File: src/rtl/if_fetch_unit.sv
// Instruction-fetch stage: holds the PC, issues one outstanding request to
// instruction memory, registers the returned instruction and its PC, and
// hands them to decode over a valid/ready handshake. Redirects from
// branch/jump resolution replace the PC and discard any in-flight fetch.
// Optional macro IF_FETCH_PERF_CNT_EN adds decode transfer and stall counters.
module if_fetch_unit #(
  parameter int unsigned       ADDR_W   = 32,
  parameter logic [ADDR_W-1:0] RESET_PC = '0
) (
  input  logic              clk,
  input  logic              rst,
  output logic              imem_req,
  output logic [ADDR_W-1:0] imem_addr,
  input  logic [31:0]       imem_rdata,
  input  logic              imem_rvalid,
  input  logic              redirect_en,
  input  logic [ADDR_W-1:0] redirect_pc,
  input  logic              id_ready,
  output logic              if_valid,
  output logic [31:0]       if_inst,
  output logic [ADDR_W-1:0] if_pc
`ifdef IF_FETCH_PERF_CNT_EN
  ,
  output logic [31:0]       perf_fetch_cnt,
  output logic [31:0]       perf_stall_cnt
`endif
);

  localparam logic [31:0] NOP_INST = 32'h0000_0013;

  typedef enum logic {F_REQ, F_WAIT} state_e;

  state_e            state_q, state_d;
  logic [ADDR_W-1:0] pc_q, pc_d;
  logic [ADDR_W-1:0] req_pc_q, req_pc_d;
  logic              drop_q, drop_d;
  logic              if_valid_q, if_valid_d;
  logic [31:0]       if_inst_q, if_inst_d;
  logic [ADDR_W-1:0] if_pc_q, if_pc_d;
  logic [ADDR_W-1:0] redirect_tgt;

  // Masking (rather than slicing) keeps every redirect_pc bit in use.
  assign redirect_tgt = redirect_pc & ~ADDR_W'(3);

`ifdef IF_FETCH_PERF_CNT_EN
  logic [31:0] perf_fetch_q, perf_fetch_d;
  logic [31:0] perf_stall_q, perf_stall_d;
`endif

  // State register: all fetch state, with synchronous reset.
  always_ff @(posedge clk) begin
    if (rst) begin
      state_q    <= F_REQ;
      pc_q       <= RESET_PC;
      req_pc_q   <= RESET_PC;
      drop_q     <= 1'b0;
      if_valid_q <= 1'b0;
      if_inst_q  <= NOP_INST;
      if_pc_q    <= RESET_PC;
`ifdef IF_FETCH_PERF_CNT_EN
      perf_fetch_q <= '0;
      perf_stall_q <= '0;
`endif
    end else begin
      state_q    <= state_d;
      pc_q       <= pc_d;
      req_pc_q   <= req_pc_d;
      drop_q     <= drop_d;
      if_valid_q <= if_valid_d;
      if_inst_q  <= if_inst_d;
      if_pc_q    <= if_pc_d;
`ifdef IF_FETCH_PERF_CNT_EN
      perf_fetch_q <= perf_fetch_d;
      perf_stall_q <= perf_stall_d;
`endif
    end
  end

  // Next-state: request issue, response capture/discard, redirect override.
  always_comb begin
    state_d    = state_q;
    pc_d       = pc_q;
    req_pc_d   = req_pc_q;
    drop_d     = drop_q;
    if_valid_d = if_valid_q;
    if_inst_d  = if_inst_q;
    if_pc_d    = if_pc_q;

    if (if_valid_q && id_ready) begin
      if_valid_d = 1'b0;
    end

    if (state_q == F_REQ) begin
      if (imem_req) begin
        req_pc_d = pc_q;
        state_d  = F_WAIT;
      end
    end else begin
      if (imem_rvalid) begin
        state_d = F_REQ;
        drop_d  = 1'b0;
        if (!drop_q && !redirect_en) begin
          if_inst_d  = imem_rdata;
          if_pc_d    = req_pc_q;
          if_valid_d = 1'b1;
          pc_d       = req_pc_q + ADDR_W'(4);
        end
      end else if (redirect_en) begin
        drop_d = 1'b1;
      end
    end

    if (redirect_en) begin
      pc_d       = redirect_tgt;
      if_valid_d = 1'b0;
    end
  end

`ifdef IF_FETCH_PERF_CNT_EN
  // Performance counters: decode transfers and decode-side stall cycles.
  always_comb begin
    perf_fetch_d = perf_fetch_q;
    perf_stall_d = perf_stall_q;
    if (if_valid_q && id_ready) begin
      perf_fetch_d = perf_fetch_q + 32'd1;
    end
    if (if_valid_q && !id_ready) begin
      perf_stall_d = perf_stall_q + 32'd1;
    end
  end

  assign perf_fetch_cnt = perf_fetch_q;
  assign perf_stall_cnt = perf_stall_q;
`endif

  // Outputs: request strobe/address and the registered decode interface.
  always_comb begin
    imem_req  = !rst && (state_q == F_REQ) && !redirect_en &&
                (!if_valid_q || id_ready);
    imem_addr = pc_q;
    if_valid  = if_valid_q;
    if_inst   = if_inst_q;
    if_pc     = if_pc_q;
  end

endmodule

File: config.mk
export PLATFORM = sky130hd
export DESIGN_NAME = if_fetch_unit
export DESIGN_NICKNAME = d
export VERILOG_FILES = /design/src/rtl/if_fetch_unit.sv
export SDC_FILE = /design/constraint.sdc
export NUM_CORES = 1
export LEC_CHECK = 0
export ABC_AREA = 1
export CAP_MARGIN = 20
export CORE_ASPECT_RATIO = 0.9
export CORE_MARGIN = 2
export CORE_UTILIZATION = 47
export DETAILED_ROUTE_END_ITERATION = 8
export GPL_TIMING_DRIVEN = 0
export PLACE_DENSITY = 0.8
export SYNTH_ARGS = -nofsm -noshare
export SYNTH_HDL_FRONTEND = slang
export SYNTH_SLANG_ARGS = --single-unit
File: constraint.sdc
create_clock -name clk -period 1.7 [get_ports clk]
set_clock_uncertainty 0.15 [all_clocks]
set_input_delay 0.17 -clock clk [delete_from_list [all_inputs] [get_ports clk]]
set_output_delay 0.17 -clock clk [all_outputs]
set_load 0.01 [all_outputs]
==> results.json <==
{
  "coreArea_um2": 11530,
  "powerDensity_nw_per_um2": 989.0,
  "hold_violations": 0,
  "clk_path_buf_depth": 2,
  "fin_crit_sh_pct": 103.9,
  "critPathLaunchType": "flip-flop",
  "drive_above_1_share_pct": 12.44,
  "leakagePower_nw": 3.375,
  "yosysWarnings": 0,
  "globalRouteTotalUtil_pct": 29.52,
  "ios": 167,
  "wl_um": 19450,
  "power_mw": 8.327,
  "grt_pass1_wl_um": 29260,
  "numPlacedInstances": 1093,
  "rsz0062_at_grt": "yes",
  "status": "complete, but fails checks",
  "mostFrequentLayoutCells": "clkdlybuf4s50_1, nor2_1, dfxtp_1",
  "syn_inst": 775,
  "setup_slack_ns": -0.06696,
  "routed_via_density": 5.452,
  "grt_max_degree": 17,
  "cts.clk_slew.worst_paths_ns": 0.06,
  "ys_ff_latch": 131,
  "synth-seq-area-share_pct": 46.75,
  "synthesis.area_um2": 5609,
  "ir_drop_mv": 0.6285,
  "layout_commonest_cell": "clkdlybuf4s50_1",
  "hold_start": "rst",
  "drc": 0,
  "num_rows": 37,
  "num_vias": 6243,
  "slew_headroom_pct": 50.68,
  "dieArea_um2": 12830,
  "globalplace.congestion": 0.9337,
  "dr.pass1.iters": 6,
  "cp_max_fo": 7,
  "antenna_found_initial": 0,
  "n_antenna_cell": 0,
  "critPathArrivalTime_ns": 1.93,
  "start_util_pct": 48.66,
  "die_x_um": 119.2,
  "synth.area.top_cells": "dfxtp_1, o21ai_0, nor2_1, nand2_1, a21oi_1",
  "overflow": 0,
  "cp_data_required_time_ns": 1.87,
  "cts_root_buffer": "clkbuf_16",
  "layout.cells.non_filler": 1145,
  "fin_util_pct": 73.04,
  "min_period_ns": 1.767,
  "ant_nets": 0,
  "grt_pass1_vias": 5643,
  "violations": "setup timing",
  "reg2reg_from": "req_pc_q[3]$_SDFFE_PP0P_",
  "synth_fp_nets": 845,
  "endpoint_kind": "flip-flop",
  "finalSetupViolations": 6,
  "cap_violations": 0,
  "numCtsBuffers": 17,
  "synthToLayoutAreaGrowth_pct": 50.10,
  "startpoint": "req_pc_q[3]$_SDFFE_PP0P_",
  "num-nets-final": 1047,
  "yosysTopAreaCellShare_pct": 46.75,
  "drtIter0Drc": 665,
  "drv_slew": 0,
  "clkSinkCount": 131,
  "ys_types": 33,
  "cts_tree": "built",
  "io_buffer_count": 162,
  "hold_path_class": "primary input to flip-flop",
  "tightestPinTransition_ns": 0.7398,
  "syn_avg_cell_area_um2": 7.238,
  "post-place-ws_ns": -0.3577,
  "hpwl_um": 13030,
  "insertion_delay_ns": 0.42,
  "htreeDepth": 4,
  "die_y_um": 107.6,
  "wl_per_cell_um": 16.98,
  "max_freq_mhz": 565.9,
  "yosysTopAreaCell": "dfxtp_1",
  "critPathKind": "flip-flop to flip-flop"
}
-- Yosys cell counts, drive strengths merged --
cell type,n
dfxtp,131
clkbuf,25
a22o,7
nor2,142
a21oi,66
nor3,17
or2,1
o21bai,2
a31oi,9
o211a,1
ha,1
nand2,125
nor3b,1
a211oi,3
o21ai,115
buf,19
nand3,33
nand2b,1
inv,68
nand4,8
-- power by group --
group          internal, mW  switching, mW  leakage (nW)  total (mW)
logic                 0.475          0.496          2.00       0.972
registers              3.23          0.128          1.07        3.36
clock network          2.59           1.41         0.302        4.00
-- routing by layer --
metal / vias up / track usage, % / part of all wire, %
met1: 2890 / 37.55 / 42
met3: 44 / 8.157 / 9.9
met5: - / 0 / 0.062
met4: 2 / 10.12 / 2.3
met2: 359 / 48.40 / 46
li1: 2948 / - / -
-- worst max-delay path: stages, from the launching register on --
cell,delay (ns)
dfxtp_4,0.37
ha_4,0.15
nand2_4,0.06
nor2_4,0.20
nand3_4,0.13
nor2_4,0.20
buf_4,0.16
nor3_1,0.04
o21bai_1,0.15
inv_1,0.05
-- layout make-up --
| cell class | count | area (um2) |
|---|---|---|
| fillers | 868 | 3108 |
| multi-input cells | 533 | 2644 |
| flip-flops and latches | 131 | 2634 |
| repair buffers | 183 | 1809 |
| clock buffers | 18 | 429.2 |
| inverters | 68 | 260.3 |
| plain buffers | 43 | 239.0 |
| clock inverters | 13 | 209.0 |
| well taps | 156 | 195.2 |
-- timing repair --
action                                  CTS  global route
setup buffers                             8            11
gates resized for setup                  17            60
endpoints found under the hold margin     3             0
pin swaps                                 9            17
gates cloned                              1             0
hold buffers                              2             0
endpoints found under the setup margin   22           119
-- through the flow --
stage               hold WS (ns)  setup TNS [ns]  instance area (um2)
global route             0.06067         -0.9465                 8419
global placement          0.2858          -19.25                 7426
CTS                      0.04575        -0.09456                 8209
finish                   0.03837         -0.2332                 8419
floorplan                 0.1332               0                 5609
detailed placement        0.2838          -22.29                 7426
-- cells by family (layout without fill, tap and decap cells) --
group	after synthesis	after routing	share of synthesized area [%]
fa+ha+maj	1	1	0.2230
buf+inv	112	325	8.521
flops	131	131	46.75
simple gates	328	329	25.09
compound gates	203	203	19.41
-- sequential cells by signal, indices dropped and copies added, names as in the netlist --
name       flops
if_pc         32
state_q        1
if_inst       32
drop_q         1
req_pc_q      32
if_valid       1
imem_addr     32
-- worst paths after layout --
| path | end | slack (ns) | cells past startpoint |
|---|---|---|---|
| setup reg to reg | imem_addr[18]$_SDFFE_PP0P_ | -0.07 | 9 |
| hold reg to reg | if_pc[1]$_SDFFE_PP0P_ | 0.32 | 2 |
| hold / removal | state_q$_SDFF_PP0_ | 0.04 | 4 |
| setup / recovery | imem_addr[18]$_SDFFE_PP0P_ | -0.07 | 9 |
Note: power is estimated with default switching activity, not from simulation.
